`src/rtl/adder_pkg.sv`:
```
// Shared constants for the nibble-serial adder: nibble width and FSM encodings.
package adder_pkg;

  localparam int NIB_W = 4;

  localparam logic [1:0] ST_IDLE = 2'd0;
  localparam logic [1:0] ST_RUN  = 2'd1;
  localparam logic [1:0] ST_DONE = 2'd2;

endpackage

```
`src/rtl/nibble_adder4.sv`:
```
// Purely combinational 4-bit ripple-carry adder shared by every nibble step.
module nibble_adder4 (
  input  logic [3:0] a,
  input  logic [3:0] b,
  input  logic       cin,
  output logic [3:0] s,
  output logic       c4
);

  logic [4:0] c;

  always_comb begin
    c    = '0;
    s    = '0;
    c[0] = cin;
    for (int i = 0; i < 4; i++) begin
      s[i]   = a[i] ^ b[i] ^ c[i];
      c[i+1] = (a[i] & b[i]) | (a[i] & c[i]) | (b[i] & c[i]);
    end
    c4 = c[4];
  end

endmodule

```
`src/rtl/nibble_serial_add_ctrl.sv`:
```
// Sequencer that computes WIDTH-bit add/subtract through one 4-bit adder,
// one nibble per clock, least significant nibble first.
module nibble_serial_add_ctrl
  import adder_pkg::*;
#(
  parameter int WIDTH = 16
) (
  input  logic             clk,
  input  logic             rst_n,
  input  logic             start,
  input  logic             sub,
  input  logic [WIDTH-1:0] a,
  input  logic [WIDTH-1:0] b,
  output logic             busy,
  output logic             done,
  output logic [WIDTH-1:0] sum,
  output logic             cout,
  output logic             ovf,
  output logic [1:0]       fsm_state
);

  localparam int NIB   = WIDTH / NIB_W;
  localparam int IDX_W = $clog2(NIB);
  localparam int MSB   = WIDTH - 1;

  // Handshake: start is accepted on a rising edge only while in IDLE or DONE;
  // done is a one-cycle pulse during which sum/cout/ovf are valid. Start
  // seen during RUN is dropped, not queued.

  logic [1:0]       state;
  logic [WIDTH-1:0] a_r;
  logic [WIDTH-1:0] b_r;
  logic             carry;
  logic [IDX_W-1:0] idx;
  logic [NIB_W-1:0] nib_s;
  logic             nib_c4;
  logic             last_nib;

  nibble_adder4 u_adder (
    .a   (a_r[idx*NIB_W +: NIB_W]),
    .b   (b_r[idx*NIB_W +: NIB_W]),
    .cin (carry),
    .s   (nib_s),
    .c4  (nib_c4)
  );

  assign last_nib  = (idx == IDX_W'(NIB - 1));
  assign busy      = (state == ST_RUN);
  assign done      = (state == ST_DONE);
  assign fsm_state = state;

  always_ff @(posedge clk or negedge rst_n) begin
    if (!rst_n) begin
      state <= ST_IDLE;
      a_r   <= '0;
      b_r   <= '0;
      carry <= 1'b0;
      idx   <= '0;
      sum   <= '0;
      cout  <= 1'b0;
      ovf   <= 1'b0;
    end else begin
      case (state)
        ST_IDLE, ST_DONE: begin
          if (start) begin
            // Subtraction is a + ~b + 1: invert b once here, inject the +1 as carry-in.
            a_r   <= a;
            b_r   <= sub ? ~b : b;
            carry <= sub;
            idx   <= '0;
            state <= ST_RUN;
          end else begin
            state <= ST_IDLE;
          end
        end
        ST_RUN: begin
          sum[idx*NIB_W +: NIB_W] <= nib_s;
          carry                   <= nib_c4;
          if (last_nib) begin
            idx   <= '0;
            cout  <= nib_c4;
            // nib_s MSB is the new sum MSB being written on this edge.
            ovf   <= (a_r[MSB] == b_r[MSB]) & (nib_s[NIB_W-1] != a_r[MSB]);
            state <= ST_DONE;
          end else begin
            idx <= idx + 1'b1;
          end
        end
        default: state <= ST_IDLE;
      endcase
    end
  end

endmodule
```
`config.mk`:
```
export PLATFORM = sky130hd
export DESIGN_NAME = nibble_serial_add_ctrl
export DESIGN_NICKNAME = d
export VERILOG_FILES = /design/src/rtl/adder_pkg.sv /design/src/rtl/nibble_adder4.sv /design/src/rtl/nibble_serial_add_ctrl.sv
export SDC_FILE = /design/constraint.sdc
export NUM_CORES = 1
export LEC_CHECK = 0
export BUFFER_PORTS_ARGS = -buffer_cell sky130_fd_sc_hd__clkbuf_2
export CORE_MARGIN = 3
export CORE_UTILIZATION = 58
export DETAILED_ROUTE_END_ITERATION = 8
export GPL_TIMING_DRIVEN = 1
export PLACE_DENSITY = 0.9
export SETUP_SLACK_MARGIN = 0.1
export SLEW_MARGIN = 20
export SYNTH_ARGS = -nofsm -noshare
export SYNTH_HDL_FRONTEND = slang
export SYNTH_SLANG_ARGS = --single-unit
```
`constraint.sdc`:
```
create_clock -name clk -period 7.3 [get_ports clk]
set_clock_uncertainty 0.1 [all_clocks]
set_input_delay 0.73 -clock clk [delete_from_list [all_inputs] [get_ports clk]]
set_output_delay 0.73 -clock clk [all_outputs]
set_load 0.02 [all_outputs]
```
==> results of run 1 <==
-- power groups by stage --
stage	clock, uW	sequential, uW	combinational, uW
6_report	179	550	689
2_1_floorplan	0	543	514
5_1_grt	190	566	762
4_1_cts	181	551	696
3_5_place_dp	0	558	693
3_3_place_gp	0	549	656
-- synthesized netlist by cell type, types with 2 or more instances --
cell type | instances | area share
ha_1 | 6 | 0.028
mux2_2 | 18 | 0.076
fa_1 | 4 | 0.030
o21ai_0 | 21 | 0.040
nand3b_1 | 4 | 0.011
inv_2 | 2 | 0.0028
o31ai_1 | 3 | 0.0085
buf_2 | 4 | 0.0075
a22o_1 | 11 | 0.036
nand2_1 | 23 | 0.033
dfrtp_1 | 55 | 0.52
buf_6 | 5 | 0.021
nand3_1 | 3 | 0.0057
nand2b_1 | 3 | 0.0071
nor3_1 | 2 | 0.0038
xnor2_1 | 16 | 0.053
mux4_2 | 8 | 0.068
inv_1 | 10 | 0.014
-- worst max-delay path, stage by stage (launching register included) --
cell and delay (ns):
dfrtp_1 0.90, mux4_2 0.62, fa_1 0.39, inv_1 0.07, fa_1 0.18, fa_1 0.17
inv_1 0.05, fa_1 0.63, or3b_2 0.46, o21ai_0 0.08, mux2_2 0.16
-- state kept, by name, indices dropped and copies added, names as in the netlist --
| name | count |
|---|---|
| a_r | 16 |
| b_r | 16 |
| carry | 1 |
| cout | 1 |
| fsm_state | 2 |
| idx | 2 |
| ovf | 1 |
| sum | 16 |
-- worst max-delay path by stage --
stage / from / slack, ns / depth (start not counted) / endpoint
final: idx[0] / 3.44 / 10 / ovf
after global routing: idx[0] / 3.23 / 10 / ovf
after CTS: idx[0] / 3.39 / 10 / ovf
after detailed placement: idx[0] / 3.39 / 10 / ovf
after global placement: idx[0] / 3.55 / 10 / ovf
after floorplan: idx[0] / 3.93 / 12 / ovf
-- cell type report --
type | instances | area (sq um) | share of cell area
inverters | 12 | 45.0 | 0.0149
well taps | 50 | 62.6 | 0.0207
flip-flops and latches | 55 | 1380 | 0.455
repair buffers | 58 | 293 | 0.0968
clock buffers | 8 | 100 | 0.0331
multi-input cells | 131 | 1150 | 0.379
-- per-stage QoR --
step | setup WS (ns) | power [uW] | util | hold slack [ns]
final | 3.44 | 1420 | 0.720 | 0.386
after global routing | 3.23 | 1520 | 0.720 | 0.416
after CTS | 3.39 | 1430 | 0.720 | 0.391
after detailed placement | 3.39 | 1250 | 0.696 | 0.370
after global placement | 3.55 | 1210 | 0.696 | 0.358
after floorplan | 3.93 | 1060 | - | 0.334
-- cell families (layout without fill, tap and decap cells) --
group                    count (synthesis)  in the layout  synth area share
AND/OR/NAND/NOR                         41             41            0.0806
multiplexers                            27             27             0.148
buffers and inverters                   23             78            0.0504
adder cells (fa/ha/maj)                 10             10            0.0584
AO/OA/AOI/OAI                           37             37            0.0914
XOR/XNOR                                16             16            0.0528
flip-flops                              55             55             0.518
-- metal layers --
layer	GRT usage	vias to the layer above	share of wire
li1	-	832	-
met1	0.258	834	0.41
met2	0.319	54	0.52
met3	0.0438	11	0.048
met4	0.0805	0	0.020
met5	0	-	0
-- cell usage in the layout (no fill, tap or decap), types with 3 or more instances in the layout --
master and n:
a22o_1 11, clkbuf_8 7, mux4_2 8, ha_1 6, inv_1 10, o31ai_1 3
o21ai_0 21, nand3b_1 4, fa_1 4, clkbuf_2 57, mux2_2 18, nand3_1 3
nand2_1 23, xnor2_1 16, dfrtp_1 55
==> results.yml, run 1 <==
clocking:
  htree_levels: 2
  postCtsSetupRepairBufs: 0
  clk_pin_slew_ns: 0.09
  cts_hold_buf: 0
  clock_latency_ns: 0.30
  cts_tree: "built"
  clock_path_buffers: 2
  cts.repair.resized: 0
  cts_buffers: 5
  cts_num_sinks: 55
  cts_root_buf: "clkbuf_8"
place:
  dp.cells: 306
  dpl_cell_area_sq_mm: 0.00292
  dp_hpwl_mm: 3.75
  gp_congestion: 0.864
  io_buffer_count: 57
global_routing:
  grt_max_degree: 56
  grt.overflow.total: 0
  grt_pass1_vias: 1724
  antenna_found_initial: 0
  grt_use_total: 0.197
  grt_pass1_wl_mm: 8.06
worst_setup_path:
  critPathLaunchType: "flop"
  reg2reg_to: "ovf"
  crit_fanout: 18
  crit_type: "flop to flop"
  crit_path_end_kind: "flop"
  reg2reg_from: "idx[0]"
  r2r_setup_slack_ns: 3.44
  crit_arrival_ns: 4.01
  r2r_cells: 10
  cp.required_ns: 7.45
yosys:
  ys_ff_latch: 55
  ys_types: 29
  synth.cell_area_sq_mm: 0.00266
  synth_ff_type: "dfrtp_1"
  synth-seq-area-share: 0.518
  synth_edf_count: 0
  synth_warnings: 0
  syn_area_per_cell_sq_um: 12.7
  synth_nets: 255
  synthArstFlopShare: 1.00
  syn_inst: 209
layout:
  instances_no_fill: 314
  antenna_cells: 0
  fillers: 295
  finalNetCount: 309
  area_growth_pct: 13.9
  drive_gt1_frac: 0.371
  final_area_sq_mm: 0.00302
pwr:
  p_int_uw: 835
  p_leak_uw: 0.00145
  powerDensity_mw_per_mm2: 469
  power.share.clock: 0.126
  p_sw_uw: 582
  p_sw_frac: 0.411
  vdd_drop_max_mv: 0.248
  seq_power_share: 0.388
  combPwrFrac: 0.486
timing:
  min_period_over_period: 0.529
  rsz0062_at_grt: "no"
  relSlewSlack: 0.373
  setup_violations: 0
  post-route-min-period_ns: 3.86
  fmax_mhz: 259
  worstMarginPinSlew_ns: 0.941
  hold_violations: 0
  setup_tns_ns: 0
  maxSlewViolCount: 0
route:
  drt_iter0_drc: 112
  vias: 1731
  post-route-drc-count: 0
  route.final.wire_length_mm: 4.92
  drtPass1Iterations: 4
  postRouteAntennaNets: 0
  via_per_inst: 5.51
  post_drt_wl_per_cell_microns: 15.7
floorplanning:
  core_area_sq_mm: 0.00420
  die-area_sq_mm: 0.00543
  rows: 23
  start_util: 0.632
  io-pin-count: 58
  die_w_microns: 73.7
  die_y_microns: 73.7
hold_path:
  hold_depth: 2
  hold_end: "b_r[10]"
  min_path_type: "flop to flop"
  min_from: "b_r[10]"
outcome:
  status: "complete, no violations"
run:
  max_cap_violations: 0
Power figures use the tool's default switching activity.
==> run 2: changes to the inputs <==
--- a/config.mk
+++ b/config.mk
@@ -5,12 +5,13 @@
 export SDC_FILE = /design/constraint.sdc
 export NUM_CORES = 1
 export LEC_CHECK = 0
+export ABC_AREA = 1
 export BUFFER_PORTS_ARGS = -buffer_cell sky130_fd_sc_hd__clkbuf_2
 export CORE_MARGIN = 3
-export CORE_UTILIZATION = 58
+export CORE_UTILIZATION = 49
 export DETAILED_ROUTE_END_ITERATION = 8
 export GPL_TIMING_DRIVEN = 1
-export PLACE_DENSITY = 0.9
+export PLACE_DENSITY = 0.81
 export SETUP_SLACK_MARGIN = 0.1
 export SLEW_MARGIN = 20
 export SYNTH_ARGS = -nofsm -noshare
==> constraint.sdc (replaced) <==
create_clock -name clk -period 3.2 [get_ports clk]
set_clock_uncertainty 0.1 [all_clocks]
set_input_delay 0.32 -clock clk [delete_from_list [all_inputs] [get_ports clk]]
set_output_delay 0.32 -clock clk [all_outputs]
set_load 0.02 [all_outputs]
==> results.yml, run 2 <==
worst_setup_path:
  cpPeakStageDelay_ns: 0.60
  crit_fanout: 5
  r2r_setup_slack_ns: 0.21
  crit_type: "flop to flop"
  r2r_cells: 16
  reg2reg_to: "ovf"
  path_cells: "clkinvlp_4, buf_4, buf_4, o21ai_1, nand2_1, fa_2, inv_2, fa_2, fa_2, inv_2, fa_2, inv_1, nand3_1, nand2_1, nand2_1, nand2_1"
  slowest_stage: "fa_2"
  crit_arrival_ns: 3.10
  cp.required_ns: 3.31
  reg2reg_from: "idx[0]"
  crit_path_end_kind: "flop"
  critPathLaunchType: "flop"
clocking:
  cts_num_sinks: 55
  cts_tree: "built"
  clock_path_buffers: 2
  cts_buffers: 5
  cts_hold_buf: 0
  clock_latency_ns: 0.31
  cts_root_buf: "clkbuf_8"
  htree_levels: 2
  clk_pin_slew_ns: 0.09
layout:
  mostFrequentLayoutCells: "nand2_1, clkbuf_2, dfrtp_1"
  largest_registers: "a_r (16), b_r (16), sum (16)"
  drive_gt1_frac: 0.216
  area_growth_pct: 19.4
  final_common_cell: "nand2_1"
  fillers: 489
  finalNetCount: 467
  antenna_cells: 0
  seqCellArea_sq_mm: 0.00138
  final_core_util: 0.628
  multi_input_area_sq_mm: 0.00128
timing:
  setup_tns_ns: 0
  fmax_mhz: 335
  holdWs_ns: -0.00917
  rsz0062_at_grt: "no"
  worst_slack_ns: 0.214
  post-route-min-period_ns: 2.99
  relSlewSlack: 0.443
  min_period_over_period: 0.933
  worstMarginPinSlew_ns: 0.836
  hold_violations: 23
  setup_violations: 0
  maxSlewViolCount: 0
yosys:
  synthDominantCellAreaShare: 0.490
  synth_nets: 402
  synthArstFlopShare: 1.00
  ys_types: 18
  synth_warnings: 0
  synth_ff_type: "dfrtp_1"
  syn_inst: 356
  synth_edf_count: 0
  syn_area_per_cell_sq_um: 7.88
  synth_area_leaders: "dfrtp_1, nand2_1, xor2_1"
  synth.cell_area_sq_mm: 0.00281
  synth_most_common_cell: "nand2_1"
  synth_top_cell_by_area: "dfrtp_1"
  netlist_top_cells_count: "nand2_1, dfrtp_1, nand3_1"
  ys_ff_latch: 55
  synth-seq-area-share: 0.490
run:
  max_cap_violations: 0
global_routing:
  grt_pass1_wl_mm: 9.72
  grt_pass1_vias: 2190
  grt_use_total: 0.190
  grt.overflow.total: 0
  antenna_found_initial: 0
  grt_max_degree: 36
floorplanning:
  die_y_microns: 81.7
  io-pin-count: 58
  die-area_sq_mm: 0.00667
  rows: 26
  start_util: 0.526
  die_w_microns: 81.7
  core_area_sq_mm: 0.00534
pwr:
  powerDensity_mw_per_mm2: 1090
  vdd_drop_max_mv: 0.525
  p_leak_uw: 0.00189
outcome:
  status: "complete, but fails checks"
  violations: "hold timing"
route:
  post-route-drc-count: 0
  route.final.wire_length_mm: 6.21
  drt_iter0_drc: 119
  vias: 2416
  via_per_inst: 4.91
  postRouteAntennaNets: 0
  drtPass1Iterations: 4
  post_drt_wl_per_cell_microns: 12.6
place:
  gp_congestion: 0.906
  io_buffer_count: 57
  dp_hpwl_mm: 4.45
  place_ws_ns: 0.151
hold_path:
  min_path_type: "input pin to async pin"
[run 2: changes by cell type after synthesis, moves of 6 or more]
cell	delta
mux2_2	-18
a22o_1	-11
xor2_1	+16
nor2_1	+16
mux4_2	-8
o21ai_0	-7
nand3_1	+22
xnor2_1	-16
o211ai_1	+6
inv_1	+14
nand2_1	+147
[run 2: metrics by stage]
step | hold WS (ns) | instance area [sq um] | power, uW | cells
2_1_floorplan | -0.0756 | 2810 | 2490 | 356
3_3_place_gp | 0.341 | 3150 | 2940 | 475
3_5_place_dp | 0.360 | 3150 | 3020 | 475
4_1_cts | 0.0200 | 3250 | 3450 | 483
5_1_grt | 0.0646 | 3350 | 3970 | 492
6_report | -0.00917 | 3350 | 3640 | 492
[run 2: logic make-up after synthesis]
kind of cell / share of synthesized area
buffers and inverters: 0.0584
AO/OA/AOI/OAI: 0.0428
XOR/XNOR: 0.0499
flip-flops: 0.490
adder cells (fa/ha/maj): 0.0553
AND/OR/NAND/NOR: 0.303
[run 2: cell type report]
type / instances / area share
Multi-Input combinational cell: 262 / 0.383
Tap cell: 70 / 0.0261
Clock buffer: 8 / 0.0299
Inverter: 26 / 0.0302
Timing Repair Buffer: 71 / 0.120
Sequential cell: 55 / 0.411
[run 2: how the worst max path moves through the flow]
stage	cells past startpoint	slack [ns]	endpoint	from
2_1_floorplan	14	0.26	sum[15]	idx[0]
3_3_place_gp	13	0.25	sum[15]	idx[0]
3_5_place_dp	13	0.15	sum[15]	idx[0]
4_1_cts	13	0.14	sum[15]	idx[0]
5_1_grt	16	0.06	ovf	idx[0]
6_report	16	0.21	ovf	idx[0]
[run 2: what timing repair did]
item	4_1_cts	5_1_grt
resized for setup	0	15
setup buffers	0	9
endpoints found under the setup margin	0	5
[run 2: per-layer routing]
| layer | vias up | track usage | wire length, microns |
|---|---|---|---|
| li1 | 1225 | - | - |
| met1 | 1112 | 0.231 | 2690 |
| met2 | 70 | 0.331 | 3090 |
| met3 | 9 | 0.0428 | 343 |
| met4 | 0 | 0.0681 | 85 |
| met5 | - | 0 | 0 |
[run 2: critical path: cells and delay by family, from the launching register on]
kind	cells	cell delay (ns)
adders and majority gates	4	1.33
buffers and inverters	6	0.59
DFF	1	0.44
and+or+nand+nor	5	0.29
AOI/OAI and AO/OA	1	0.13
[run 2: where the power goes]
part,total (uW),switching [uW],internal [uW]
combinational,2050,1280,778
sequential,1170,190,979
clock,416,218,198
total,3640,1680,1960
==> run 3: changes to the inputs <==
--- a/config.mk
+++ b/config.mk
@@ -8,10 +8,10 @@
 export ABC_AREA = 1
 export BUFFER_PORTS_ARGS = -buffer_cell sky130_fd_sc_hd__clkbuf_2
 export CORE_MARGIN = 3
-export CORE_UTILIZATION = 49
+export CORE_UTILIZATION = 30
 export DETAILED_ROUTE_END_ITERATION = 8
 export GPL_TIMING_DRIVEN = 1
-export PLACE_DENSITY = 0.81
+export PLACE_DENSITY = 0.57
 export SETUP_SLACK_MARGIN = 0.1
 export SLEW_MARGIN = 20
 export SYNTH_ARGS = -nofsm -noshare
==> results.yml, run 3 (synthesis gave the netlist of run 2 again) <==
route:
  via_per_inst: 4.42
  drt_iter0_drc: 67
  postRouteAntennaNets: 0
  post_drt_wl_per_cell_microns: 12.3
  route.final.wire_length_mm: 6.51
  wl_met2_mm: 2.98
  vias: 2336
  post-route-drc-count: 0
  highest-signal-layer: "met4"
  met3_length_microns: 320
  wl_met1_mm: 3.17
  drtPass1Iterations: 4
floorplanning:
  core_area_sq_mm: 0.00889
  die_y_microns: 103
  die_w_microns: 103
  rows: 34
  die-area_sq_mm: 0.0106
  io-pin-count: 58
  start_util: 0.316
timing:
  fmax_mhz: 345
  worst_slack_ns: 0.303
  relSlewSlack: 0.573
  hold_violations: 0
  maxSlewViolCount: 0
  min_period_over_period: 0.905
  worstMarginPinSlew_ns: 0.638
  setup_violations: 0
  post-route-min-period_ns: 2.90
  rsz0062_at_grt: "no"
  setup_tns_ns: 0
global_routing:
  grt.overflow.total: 0
  grt_pass1_wl_mm: 11.0
  antenna_found_initial: 0
  grt_use_total: 0.130
  grt_pass1_vias: 2422
  grt_max_degree: 39
layout:
  instances_no_fill: 528
  fillers: 939
  largest_registers: "a_r (16), b_r (16), sum (16)"
  drive_gt1_frac: 0.205
  finalNetCount: 466
  final_common_cell: "nand2_1"
  antenna_cells: 0
  final_core_util: 0.384
  mostFrequentLayoutCells: "nand2_1, clkbuf_2, dfrtp_1"
  area_growth_pct: 21.8
hold_path:
  min_path_type: "input pin to flop"
worst_setup_path:
  cpPeakStageDelay_ns: 0.59
  path_delay_family: "adder cells"
  crit_type: "flop to flop"
  cp_common_cell: "nand2_1"
  slowest_stage: "fa_2"
  crit_fanout: 8
  cp_num_buf_inv: 5
  path_cells: "clkinvlp_4, buf_6, o21ai_0, nand2_1, fa_1, inv_1, fa_1, fa_1, inv_2, fa_2, inv_1, nand3_1, nand2_1, nand2_1, nand2_1"
  crit_path_end_kind: "flop"
  crit_arrival_ns: 3.00
  cp.required_ns: 3.31
  critPathLaunchType: "flop"
clocking:
  cts_num_sinks: 55
  cts_tree: "built"
  clock_path_buffers: 2
  clock_latency_ns: 0.31
  htree_levels: 2
  cts_buffers: 5
  clk_pin_slew_ns: 0.10
  cts_root_buf: "clkbuf_8"
pwr:
  vdd_drop_max_mv: 0.523
  powerDensity_mw_per_mm2: 1060
  p_leak_uw: 0.00189
place:
  dp_hpwl_mm: 4.81
  gp_congestion: 0.867
  io_buffer_count: 57
  place_ws_ns: 0.223
  dp.cells: 514
run:
  max_cap_violations: 0
outcome:
  status: "complete, no violations"
==> run 3: changes by cell type in the layout (fill, tap and decap cells not counted), sizes merged <==
cell,change
buf,-3
clkbuf,-2
clkinvlp,+2
bufinv,+1
dlygate4sd3,+1
inv,-1
==> run 3: cell type report <==
type | instances | area, sq um | share of cell area
clock inverter | 2 | 37.5 | 0.0110
timing repair buffer | 70 | 419 | 0.123
multi-input combinational | 262 | 1270 | 0.373
inverter | 26 | 105 | 0.0308
sequential | 55 | 1380 | 0.403
clock buffer | 5 | 68.8 | 0.0201
tap | 108 | 135 | 0.0395
==> run 3: path summary, 6_finish.rpt <==
check                       start  endpoint  slack [ns]  cells after the start
setup / recovery           idx[0]       ovf        0.30                     15
hold / removal               a[1]    a_r[1]         0.1                      3
setup reg to reg           idx[0]       ovf        0.30                     15
hold reg to reg            sum[8]    sum[8]        0.39                      2
max in group asynchronous   rst_n    idx[0]        1.75                      3
min in group asynchronous   rst_n   sum[12]        0.38                      2
==> run 3: routing by layer <==
| layer | global-route usage | up-vias |
|---|---|---|
| met5 | 0 | - |
| met4 | 0.0242 | 0 |
| met3 | 0.0257 | 5 |
| met2 | 0.219 | 50 |
| met1 | 0.175 | 1057 |
| li1 | - | 1224 |
==> run 3: timing repair <==
action,4_1_cts,5_1_grt
setup endpoints to repair,0,5
resized for setup,0,10
endpoints found under the hold margin,17,0
hold buffers,1,0
buffers inserted,0,5
==> run 3: tightest hold or removal path, delay by kind of cell <==
| kind | cells | cell delay (ns) |
|---|---|---|
| buf+inv | 1 | 0.07 |
| simple gates | 2 | 0.08 |
==> run 3: power by group <==
group,leakage [uW],switching [uW],internal [uW]
Clock,0.0000502,223,229
Combinational,0.00114,1240,758
Sequential,0.000702,187,980
Total,0.00189,1650,1970
==> run 3: metrics by stage <==
step / power [uW] / area, sq um / hold slack, ns
2_1_floorplan: 2490 / 2810 / -0.0756
3_3_place_gp: 3010 / 3210 / 0.183
3_5_place_dp: 3050 / 3210 / 0.186
4_1_cts: 3510 / 3320 / 0.0959
5_1_grt: 4020 / 3420 / 0.103
6_report: 3620 / 3420 / 0.0990
